<file path="config.mk">
export PLATFORM = sky130hd
export DESIGN_NAME = fetch_stage
export DESIGN_NICKNAME = d
export VERILOG_FILES = /design/src/rtl/pipe_defs.sv /design/src/rtl/fetch_skid.sv /design/src/rtl/fetch_stage.sv
export SDC_FILE = /design/constraint.sdc
export NUM_CORES = 1
export LEC_CHECK = 0
export CORE_ASPECT_RATIO = 1.5
export CORE_MARGIN = 10
export CORE_UTILIZATION = 48
export CTS_BUF_LIST = sky130_fd_sc_hd__clkbuf_8
export DETAILED_ROUTE_END_ITERATION = 6
export PLACE_DENSITY_LB_ADDON = 0.25
export SYNTH_ARGS = -nofsm -noshare
export SYNTH_HDL_FRONTEND = slang
export SYNTH_SLANG_ARGS = --single-unit
</file>
<file path="constraint.sdc">
create_clock -name CLK -period 4.3 [get_ports CLK]
set_clock_uncertainty 0.2 [all_clocks]
set_input_delay 0.645 -clock CLK [delete_from_list [all_inputs] [get_ports CLK]]
set_output_delay 0.645 -clock CLK [all_outputs]
set_load 0.01 [all_outputs]
</file>
<file path="src/rtl/pipe_defs.sv">
// Shared pipeline definitions for the fetch and decode stages:
// default bus widths, NOP encoding, PC increment and fetch FSM states.
package pipe_defs;

  localparam int ADDR_W_DEF  = 32;
  localparam int INSTR_W_DEF = 32;

  localparam logic [31:0] NOP_INSTR = 32'h0000_0000;
  localparam int          PC_INC    = 4;

  typedef enum logic [1:0] {
    RST   = 2'd0,
    FETCH = 2'd1,
    SKID  = 2'd2
  } fetch_state_t;

endpackage

</file>
<file path="src/rtl/fetch_skid.sv">
// One-entry holding register for an instruction returned while the pipe is stalled.
// Capture/drain take effect at the next edge; clear (or reset) wins over both.
module fetch_skid #(
  parameter int INSTR_W = 32
) (
  input  logic               clk,
  input  logic               reset,
  input  logic               capture,
  input  logic               drain,
  input  logic               clear,
  input  logic [INSTR_W-1:0] data,
  output logic [INSTR_W-1:0] held_data,
  output logic               held_valid
);

  always_ff @(posedge clk) begin
    if (reset || clear) begin
      held_valid <= 1'b0;
      held_data  <= '0;
    end else if (capture) begin
      held_valid <= 1'b1;
      held_data  <= data;
    end else if (drain) begin
      held_valid <= 1'b0;
    end
  end

endmodule

</file>
<file path="src/rtl/fetch_stage.sv">
// Instruction fetch: owns the PC, reads instruction memory, fills IF/ID; one instr/cycle.
// Stall holds PC and IF/ID, parking a returned word in the skid; redirect flushes one slot.
module fetch_stage
  import pipe_defs::*;
#(
  parameter int ADDR_W  = ADDR_W_DEF,
  parameter int INSTR_W = INSTR_W_DEF
) (
  input  logic               CLK,
  input  logic               Reset,
  input  logic [ADDR_W-1:0]  startPC,
  output logic [ADDR_W-1:0]  iMemAddr,
  output logic               iMemReq,
  input  logic               iMemReady,
  input  logic [INSTR_W-1:0] iMemData,
  input  logic               Stall,
  input  logic               Redirect,
  input  logic [ADDR_W-1:0]  RedirectPC,
  output logic [INSTR_W-1:0] ifidInstr,
  output logic [ADDR_W-1:0]  ifidPCPlus4,
  output logic               ifidValid,
  output logic [31:0]        fetchCount
);

  localparam logic [ADDR_W-1:0]  WORD_MASK = ~ADDR_W'(3);
  localparam logic [INSTR_W-1:0] NOP       = INSTR_W'(NOP_INSTR);

  fetch_state_t       state;
  logic [ADDR_W-1:0]  pc;
  logic [ADDR_W-1:0]  pc_plus4;

  logic               skid_capture;
  logic               skid_drain;
  logic               skid_clear;
  logic [INSTR_W-1:0] skid_data;
  logic               skid_valid;

  assign pc_plus4 = pc + ADDR_W'(PC_INC);
  assign iMemAddr = pc;
  assign iMemReq  = (state == FETCH);

  // Redirect outranks stall and ready, so it also outranks skid capture/drain.
  assign skid_clear   = Reset || (Redirect && state != RST);
  assign skid_capture = (state == FETCH) && iMemReady && Stall && !Redirect;
  assign skid_drain   = (state == SKID) && !Stall && !Redirect;

  fetch_skid #(
    .INSTR_W(INSTR_W)
  ) u_skid (
    .clk       (CLK),
    .reset     (Reset),
    .capture   (skid_capture),
    .drain     (skid_drain),
    .clear     (skid_clear),
    .data      (iMemData),
    .held_data (skid_data),
    .held_valid(skid_valid)
  );

  always_ff @(posedge CLK) begin
    if (Reset) begin
      pc          <= startPC & WORD_MASK;
      state       <= RST;
      ifidInstr   <= NOP;
      ifidPCPlus4 <= '0;
      ifidValid   <= 1'b0;
      fetchCount  <= '0;
    end else begin
      case (state)
        RST: begin
          state <= FETCH;
        end

        FETCH: begin
          if (Redirect) begin
            pc          <= RedirectPC & WORD_MASK;
            ifidInstr   <= NOP;
            ifidPCPlus4 <= '0;
            ifidValid   <= 1'b0;
          end else if (iMemReady && !Stall) begin
            ifidInstr   <= iMemData;
            ifidPCPlus4 <= pc_plus4;
            ifidValid   <= 1'b1;
            pc          <= pc_plus4;
            fetchCount  <= fetchCount + 32'd1;
          end else if (iMemReady) begin
            state <= SKID;
          end else if (!Stall) begin
            ifidInstr   <= NOP;
            ifidPCPlus4 <= '0;
            ifidValid   <= 1'b0;
          end
        end

        SKID: begin
          if (Redirect) begin
            pc          <= RedirectPC & WORD_MASK;
            ifidInstr   <= NOP;
            ifidPCPlus4 <= '0;
            ifidValid   <= 1'b0;
            state       <= FETCH;
          end else if (!Stall) begin
            ifidInstr   <= skid_data;
            ifidPCPlus4 <= pc_plus4;
            ifidValid   <= skid_valid;
            pc          <= pc_plus4;
            fetchCount  <= fetchCount + 32'd1;
            state       <= FETCH;
          end
        end

        default: begin
          state <= RST;
        end
      endcase
    end
  end

endmodule

</file>
Yosys cells after proc, flatten, opt, wreduce, memory -nomap -nowiden
Cells that the tools add are included.
{ "totals": {"ff_bits": 164, "elab_cells": 83} }
{ "classes": {"addsub": 2, "eq_ne": 14, "muxes": 37, "reduce_logical": 21} }
{ "ops": {"columns": ["op", "n"], "rows": [
  ["$mux 32", 18],
  ["$pmux 32 s2", 4],
  ["$add 32x1->32 const B", 1],
  ["$add 32x3->32 const B", 1],
  ["$ne 4x2->1 const B", 3],
  ["$mux 2", 5],
  ["$mux 1", 8],
  ["$ne 2x2->1 const B", 4],
  ["$reduce_and 4->1", 2],
  ["$logic_and 1x1->1", 7],
  ["$pmux 2 s3", 1],
  ["$reduce_and 3->1", 2],
  ["$reduce_bool 2->1", 3],
  ["$reduce_and 5->1", 1],
  ["$ne 2x1->1 const B", 2],
  ["$ne 4x4->1 const B", 1],
  ["$ne 3x1->1 const B", 1],
  ["$ne 3x3->1 const B", 1],
  ["$reduce_bool 3->1", 1],
  ["$eq 2x1->1 const B", 1],
  ["$eq 2x2->1 const B", 1],
  ["$logic_not 1->1", 2],
  ["$logic_not 2->1", 1],
  ["$logic_or 1x1->1", 2],
  ["$pmux 1 s2", 1]
]} }

Depth between registers and ports, before layout
Gate-level depths: netlist of run 1.
{ "logic_depth": {"word_depth": 6, "depth_mapped": 10, "depth_no_buf": 7} }

Cells and area by module
A second synthesis of run 1 with hierarchy kept.
{ "hier_totals": {"cells_unflattened": 818, "area_unflattened_um2": 7518.5} }
{ "by_module_without_submodules": {"columns": ["mod", "n_inst", "cells_each", "area_each_um2"], "rows": [
  ["fetch_stage", 1, 709, 6296.0],
  ["fetch_skid", 1, 109, 1222.4]
]} }

Worst setup path before layout of run 1
OpenSTA, ideal clock, no wires.
{ "synth_path": {"path_kind": "in2reg", "start": "in Redirect", "end": "reg pc[10] (netlist: iMemAddr[10]), enable pin", "setup_ns": 0.459, "arrival_ns": 3.239, "required_ns": 3.641, "setup_slack_ns": 0.403, "stages": 4, "n_path_buf": 2, "path_cell_list": "buf_6 -> clkbuf_1 -> nor2_1 -> o21ai_0"} }
{ "synth_via": {"elab_chain_len": 2} }
{ "synth_rtl": {"columns": ["item", "line", "source"], "rows": [
  ["start: declaration", "fetch_stage.sv:17", "input logic Redirect,"],
  ["$ne 4x4->1 (no source line) / $ne 4x2->1 (equally long branches)", null, null],
  ["$reduce_and 3->1 (no source line) (*)", null, null],
  ["end signal: assignment", "fetch_stage.sv:62", "pc <= startPC & WORD_MASK;"],
  ["end signal: assignment", "fetch_stage.sv:76", "pc <= RedirectPC & WORD_MASK;"],
  ["end signal: assignment", "fetch_stage.sv:84", "pc <= pc_plus4;"],
  ["end: declaration", "fetch_stage.sv:29", "logic [ADDR_W-1:0] pc;"]
]} }
Mark *: on every way between the ends. The rest lies on a longest branch, timed or not.
A chain may end at the register's enable or synchronous reset.

Worst setup path after layout of run 1
{ "layout_path": {"start": "in Stall", "end": "reg ifidPCPlus4[17]"} }
{ "layout_via": {"elab_chain_len": 5} }
{ "layout_rtl": {"columns": ["item", "line", "source"], "rows": [
  ["start: declaration", "fetch_stage.sv:16", "input logic Stall,"],
  ["$logic_not 1->1", null, null],
  ["$logic_and 1x1->1", "fetch_stage.sv:80", "end else if (iMemReady && !Stall) begin"],
  ["$mux 32", "fetch_stage.sv:80", null],
  ["$mux 32", "fetch_stage.sv:75", "if (Redirect) begin"],
  ["$pmux 32 s2", "fetch_stage.sv:69", "case (state)"],
  ["end signal: assignment", "fetch_stage.sv:82", "ifidPCPlus4 <= pc_plus4;"],
  ["end signal: assignment", "fetch_stage.sv:104", "ifidPCPlus4 <= pc_plus4;"],
  ["end: declaration", "fetch_stage.sv:20", "output logic [ADDR_W-1:0] ifidPCPlus4,"]
]} }
Several ways; a longest one is shown, not always the timed one.

==> qor.txt, run 1 <==
Asr flop ratio synth: 0%
Relative slew slack: 22.5%
Total track usage: 21.9%
Setup Buffers After CTS: 0
Mapped Nets: 934
Setup CP Type: in -> reg
Finished Layout Cells: 1,245
Power Dens Cells: 357 mW/mm2
Final period utilization: 63.2%
Port Buf Inserts: 226
CTS tree: done
Die ar.: 0.0208 mm2
Peak supply drop: 0.322 mV
Share of the synthesized area in the top cell type: 36.5%
Register area share after synthesis: 48.7%
WP data arrival: 2880 ps
Die width: 121 um
Main synth FF type: dfxtp_1
Largest net degree at the start of global routing: 62
# hold bufs at CTS: 0
CP max stage delay: 870 ps
Delay-heaviest family, CP: simple AND/OR/NAND/NOR gates
Clock latency on the worst-skew pair: 450 ps
# rows: 55
Worst hold path type: reg -> reg
Crit. End Element: register
Syn avg cell area: 8.88 um2
Status: finished, final reports clean
GPL Wtd Cong: 0.883
Worst-margin pin slew: 1160 ps
RSZ-0062 raised after global routing: no
Hpwl dp: 16,900 um
Antenna Violating Nets Remaining: 0
Final setup vio count: 0
Critical path required time: 4470 ps
Worst Path Buf+Inv: 1
Layout Nets: 1,139
Clock buffer depth: 2
Max Cap Viol: 0
Min Tclk post-route: 2720 ps
Cell area after synthesis: 0.00736 mm2
Cells after Synth: 828
Die height: 172 um
Layout cells sized above 1: 6.21%
Initial Utilization: 48.8%
Remaining DRCs: 0
FF+latch count, synth: 164
Core Region: 0.0151 mm2
Commonest cells post-synth: 134 x dfxtp_1, 117 x nand2_1, 88 x nor2_1
Initial antenna violation count: 0
Syn-to-layout area delta: 38.1%
Critical path's slowest cell: nor2_2
Top cells by area in the synthesized netlist: dfxtp_1 36%, edfxtp_1 12%, nand2_1 6.0%
EDFF count, synth: 30
Clk slew on worst S/H paths: 100 ps
Clk sinks: 164
Dominant cell type by area after synthesis: dfxtp_1
Leak Pwr: 0.00356 uW
CTS Buf Count: 17
Placed insts: 1,213
ANT cells: 0
Vias: 6,997
Yosys warns: 0
Pins over their slew limit: 0
Via density per instance: 5.62
WL per Instance: 19.1 um
GRT Residual Overflow: 0
Final WL: 23,700 um
Final Hold Viols: 0
Crit start category: input pin
Critical Path, Cell by Cell: clkdlybuf4s50_1 -> nand2b_1 -> o21a_1 -> nor2_2 -> nand2_1 -> o21ai_0
DRT iter0 DRCs: 603
Ports: 231
CP Max Fanout: 24
First-pass iteration count of the detailed router: 5
Design Power: 3620 uW
Fmax: 0.368 GHz
First-pass GRT wire length: 36,400 um
CTS Root Cell: clkbuf_8
Hold Slack: 252 ps
Vias in the first global route: 6,762
Setup TNS: 0 ps
Post-synthesis cell type count: 58
CTS-repair resized insts: 0
H-tree depth: 4
Cell with the most instances after synthesis: dfxtp_1
cell families after synthesis:
family / share of synthesized area, %
multiplexers: 1.39
AND/OR/NAND/NOR: 23.7
AO/OA/AOI/OAI: 14.7
buffers and inverters: 3.84
flip-flops: 48.7
XOR/XNOR: 6.79
adder cells (fa/ha/maj): 0.850
worst min-delay path, stage by stage (launching register included):
cell	delay, ps
dfxtp_1	330
nand2_1	50
nand2_1	40
stage by stage:
stage	instance area (um2)	worst slack (ps)	utilization (%)
floorplan	7360	403	-
global placement	9760	1150	64.7
detailed placement	9760	1120	64.7
CTS	10200	1590	67.4
global route	10200	1440	67.4
finish	10200	1580	67.4
flip-flops by register name (all words and copies together) (netlist names):
name,cells
ifidValid,1
ifidPCPlus4,32
ifidInstr,32
state,2
iMemAddr,32
fetchCount,32
u_skid.held_data,32
u_skid.held_valid,1
cells in the final DEF, fill, tap and decap left out, drive strengths merged, types with 15 or more instances in the layout:
| cell | instances |
|---|---|
| o21ai | 44 |
| a22oi | 19 |
| clkbuf | 17 |
| edfxtp | 30 |
| dfxtp | 134 |
| nand2 | 117 |
| a221oi | 32 |
| inv | 15 |
| clkdlybuf4s50 | 225 |
| nand4 | 25 |
| buf | 17 |
| nor3 | 42 |
| nor2 | 88 |
| xnor2 | 15 |
| a21oi | 44 |
| nand3 | 30 |
| xor2 | 42 |
power breakdown:
group | switching, uW | internal [uW] | leakage, uW
logic | 381 | 370 | 0.00197
clock network | 661 | 438 | 0.000199
registers | 95.3 | 1680 | 0.00139
total | 1140 | 2490 | 0.00356
cell type report:
| type | count | area (um2) |
|---|---|---|
| fillers | 1212 | 4920 |
| clock buffers | 17 | 234 |
| flip-flops and latches | 164 | 3580 |
| well taps | 199 | 249 |
| inverters | 8 | 30.0 |
| repair buffers | 242 | 2380 |
| clock inverters | 15 | 163 |
| multi-input cells | 600 | 3520 |
per-layer routing:
layer / share of wire [%] / vias to the layer above / GRT usage, %
met5: 0 / - / 0
met1: 37 / 3350 / 23.6
met3: 8.5 / 31 / 6.73
met2: 53 / 225 / 39.5
met4: 2.1 / 0 / 7.53
li1: - / 3391 / -
final timing paths:
path	start	to	slack (ps)	cells past startpoint
max reg2reg	state[0]$_SDFFE_PP0P_	ifidPCPlus4[23]$_SDFFE_PP0P_	1660	8
max	Stall	ifidPCPlus4[17]$_SDFFE_PP0P_	1580	6
min reg2reg	ifidPCPlus4[24]$_SDFFE_PP0P_	ifidPCPlus4[24]$_SDFFE_PP0P_	250	2
min	ifidPCPlus4[24]$_SDFFE_PP0P_	ifidPCPlus4[24]$_SDFFE_PP0P_	250	2
(Power assumes the default switching activity.)
==> inputs of run 2 (changes only) <==
==> constraint.sdc (replaced) <==
create_clock -name CLK -period 2.7 [get_ports CLK]
set_clock_uncertainty 0.2 [all_clocks]
set_input_delay 0.405 -clock CLK [delete_from_list [all_inputs] [get_ports CLK]]
set_output_delay 0.405 -clock CLK [all_outputs]
set_load 0.01 [all_outputs]
==> qor.txt, run 2 (synthesized netlist as in run 1, its figures left out) <==
GRT Residual Overflow: 0
Layout cells sized above 1: 8.07%
First-pass GRT wire length: 36,900 um
CTS Buf Count: 17
Layout Nets: 1,159
GPL Wtd Cong: 0.890
CTS Root Cell: clkbuf_8
First-pass iteration count of the detailed router: 7
Fmax: 0.405 GHz
Ports: 231
Setup crit start: state[1]$_SDFFE_PP0P_
Initial antenna violation count: 1
Layout fillers: 1,199
# rows: 55
WL per Instance: 18.7 um
R2R depth: 5
Crit. End Element: output port
Critical path required time: 2100 ps
Worst Hold End: ifidPCPlus4[24]$_SDFFE_PP0P_
H-tree depth: 4
RSZ-0062 raised after global routing: no
Pre-CTS setup slack: 156 ps
Pins over their slew limit: 0
Die height: 172 um
Setup CP Type: reg -> out
Clk slew on worst S/H paths: 100 ps
WHS Path Cells: 2
Antenna Violating Nets Remaining: 0
Port Buf Inserts: 226
Hpwl dp: 17,100 um
Die ar.: 0.0208 mm2
R2r setup slk: 250 ps
Final WL: 23,700 um
CP Max Fanout: 10
WP data arrival: 1860 ps
Vias in the first global route: 6,909
CTS tree: done
Final setup vio count: 0
Highest-count cells in the layout ignoring fill and taps: 225 x clkdlybuf4s50_1, 134 x dfxtp_1, 117 x nand2_1, 86 x nor2_1, 44 x a21oi_1
Clock latency on the worst-skew pair: 450 ps
CTS-repair resized insts: 0
Syn-to-layout area delta: 41.5%
Initial Utilization: 48.8%
Core Region: 0.0151 mm2
Placed insts: 1,233
Clock buffer depth: 2
Remaining DRCs: 0
Worst hold path type: reg -> reg
Die width: 121 um
Final Hold Viols: 0
Relative slew slack: 27.2%
R2R Path Start: iMemAddr[11]$_DFFE_PP_
# hold bufs at CTS: 0
Fin util: 69.1%
Via density per instance: 5.59
Power Dens Cells: 574 mW/mm2
Most common cell after layout, fill and taps aside: clkdlybuf4s50_1
Leak Pwr: 0.00369 uW
Worst-margin pin slew: 1090 ps
Final WS setup: 232 ps
Max Cap Viol: 0
Vias: 7,080
Finished Layout Cells: 1,266
Final period utilization: 91.4%
Total track usage: 22.1%
Clk sinks: 164
End of the worst register-to-register path: iMemAddr[25]$_DFFE_PP_
Hold Startpoint: ifidPCPlus4[24]$_SDFFE_PP0P_
DRT iter0 DRCs: 453
Min Tclk post-route: 2470 ps
Largest net degree at the start of global routing: 48
Peak supply drop: 0.451 mV
Setup Buffers After CTS: 0
Crit start category: register
Setup TNS: 0 ps
Status: finished, final reports clean
## run 2: changes by cell type in the layout (fill, tap and decap cells not counted), sizes merged
cell / delta
buf: +20
clkinv: -5
bufinv: +2
inv: +2
clkinvlp: +1
diode: +1
## run 2: worst max-delay path, stage by stage (launching register included)
cell	delay [ps]
dfxtp_1	320
inv_1	90
ha_1	370
clkdlybuf4s50_1	650
## run 2: worst max path at each step
stage | endpoint | cells past startpoint | slack (ps)
global placement | iMemAddr[25]$_DFFE_PP_ | 5 | 230
global route | iMemReq | 3 | 170
detailed placement | iMemAddr[28]$_DFFE_PP_ | 5 | 160
CTS | iMemReq | 3 | 210
floorplan | iMemAddr[14]$_DFFE_PP_ | 6 | 260
finish | iMemReq | 3 | 230
## run 2: cell type report
class / count / area (um2) / share of cell area, %
sequential: 164 / 3580 / 34.4
multi-input combinational: 600 / 3520 / 33.8
timing repair buffer: 262 / 2610 / 25.0
tap: 199 / 249 / 2.39
clock buffer: 17 / 234 / 2.25
clock inverter: 15 / 185 / 1.78
inverter: 8 / 30.0 / 0.288
antenna: 1 / 2.50 / 0.0240
## run 2: routing by layer
layer	track usage [%]	wire (um)	up-vias
li1	-	-	3419
met1	24.3	8700	3364
met2	38.5	12300	256
met3	6.63	1930	41
met4	9.42	757	0
met5	0	0	-
## run 2: per-stage QoR
stage               total power [uW]  instance area, um2  hold slack [ps]
CTS                             6030               10400              241
global route                    6240               10400              258
finish                          5970               10400              255
floorplan                       3430                7360              236
global placement                4110                9990              234
detailed placement              4130                9990              241
## run 2: power by group
part | switching (uW) | total, uW | internal [uW]
clock network | 1030 | 1900 | 868
registers | 135 | 2810 | 2670
logic | 627 | 1260 | 636
==> inputs of run 3 (changes only) <==
--- a/config.mk
+++ b/config.mk
@@ -7,8 +7,8 @@
 export LEC_CHECK = 0
 export CORE_ASPECT_RATIO = 1.5
 export CORE_MARGIN = 10
-export CORE_UTILIZATION = 48
-export CTS_BUF_LIST = sky130_fd_sc_hd__clkbuf_8
+export CORE_UTILIZATION = 47
+export CTS_CLUSTER_SIZE = 30
 export DETAILED_ROUTE_END_ITERATION = 6
 export PLACE_DENSITY_LB_ADDON = 0.25
 export SYNTH_ARGS = -nofsm -noshare
==> qor.txt, run 3 (synthesized netlist as in run 1, its figures left out) <==
RSZ-0062 raised after global routing: no
Peak supply drop: 0.401 mV
Power Dens Cells: 617 mW/mm2
CTS-repair resized insts: 0
GR Layer Usage met1: 23.6%
H-tree depth: 4
Total track usage: 21.8%
Largest net degree at the start of global routing: 103
Clock latency on the worst-skew pair: 430 ps
First-pass iteration count of the detailed router: 5
Final period utilization: 90.7%
Finished Layout Cells: 1,268
CTS tree: done
GR Layer Usage met3: 6.94%
Initial antenna violation count: 1
ANT cells: 0
GR peak layer: met2
Most common cell after layout, fill and taps aside: clkdlybuf4s50_1
DRT iter0 DRCs: 493
Crit start category: register
Setup TNS: 0 ps
CTS Buf Count: 17
Final WL: 23,900 um
Die width: 122 um
Worst hold path type: in -> reg
Worst-margin pin slew: 990 ps
Setup Buffers After CTS: 0
Clock buffer depth: 2
Status: finished, final reports clean
Crit. End Element: register
Via density per instance: 5.57
Layout cells sized above 1: 7.89%
Vias: 7,057
GRT Residual Overflow: 0
Antenna Violating Nets Remaining: 0
Max Cap Viol: 0
Highest-count cells in the layout ignoring fill and taps: 225 x clkdlybuf4s50_1, 134 x dfxtp_1, 117 x nand2_1, 87 x nor2_1, 44 x a21oi_1
Min Tclk post-route: 2450 ps
Final Hold Viols: 0
Met2 global-route usage: 38.1%
Die height: 173 um
# rows: 56
Syn-to-layout area delta: 44.6%
WL per Instance: 18.8 um
Final setup vio count: 0
Critical Path, Cell by Cell: nand4_2 -> or4_4 -> or3_4 -> or4_1 -> nand3_1
Die ar.: 0.0212 mm2
WP data arrival: 2530 ps
Layout Nets: 1,159
Core Region: 0.0155 mm2
Clk sinks: 164
Vias in the first global route: 6,980
Leak Pwr: 0.00380 uW
CP max stage delay: 590 ps
Port Buf Inserts: 226
Pins over their slew limit: 0
GPL Wtd Cong: 0.908
Remaining DRCs: 0
Hpwl dp: 17,200 um
Critical path required time: 2780 ps
First-pass GRT wire length: 37,000 um
Placed insts: 1,237
# hold bufs at CTS: 0
Setup CP Type: reg -> reg
Clk slew on worst S/H paths: 60 ps
Fmax: 0.409 GHz
Ports: 231
CTS Root Cell: clkbuf_16
Initial Utilization: 47.5%
Relative slew slack: 33.7%
CP Max Fanout: 5
Critical path's slowest cell: or4_4
[run 3: report_power, final]
part / leakage [uW] / internal (uW) / switching (uW)
registers: 0.00139 / 2680 / 140
logic: 0.00211 / 645 / 629
clock network: 0.000303 / 1460 / 1020
[run 3: cell type report]
cell class	instances	area (um2)
timing repair buffer	262	2640
fill	1265	4850
tap	203	254
inverter	8	30.0
clock buffer	19	464
clock inverter	12	143
multi-input combinational	600	3520
sequential	164	3580
[run 3: final timing paths]
kind                                start                            to  slack [ps]  depth (start not counted)
max                iMemAddr[10]$_DFFE_PP_        iMemAddr[25]$_DFFE_PP_         250                          5
min reg2reg  ifidPCPlus4[22]$_SDFFE_PP0P_  ifidPCPlus4[22]$_SDFFE_PP0P_         250                          2
min                                 Reset   ifidPCPlus4[3]$_SDFFE_PP0P_         100                          2
max reg2reg        iMemAddr[10]$_DFFE_PP_        iMemAddr[25]$_DFFE_PP_         250                          5
[run 3: metal layers]
metal / part of all wire (%) / vias to the layer above
met1: 37 / 3328
li1: - / 3423
met4: 3.0 / 2
met2: 52 / 262
met5: 0.054 / -
met3: 8.2 / 42
[run 3: critical path, delay by kind of cell, from the launching register on]
family / cells / cell delay [ps]
flops: 1 / 440
simple gates: 5 / 1650
[run 3: through the flow]
step	power [uW]	setup slack (ps)	hold slack [ps]	utilization, %	area (um2)
after global routing	6840	142	110	68.7	10600
after detailed placement	4150	190	242	64.8	10000
after floorplan	3430	262	236	-	7360
after CTS	6630	245	94.6	68.7	10600
final	6570	252	100	68.7	10600
after global placement	4120	228	234	64.8	10000
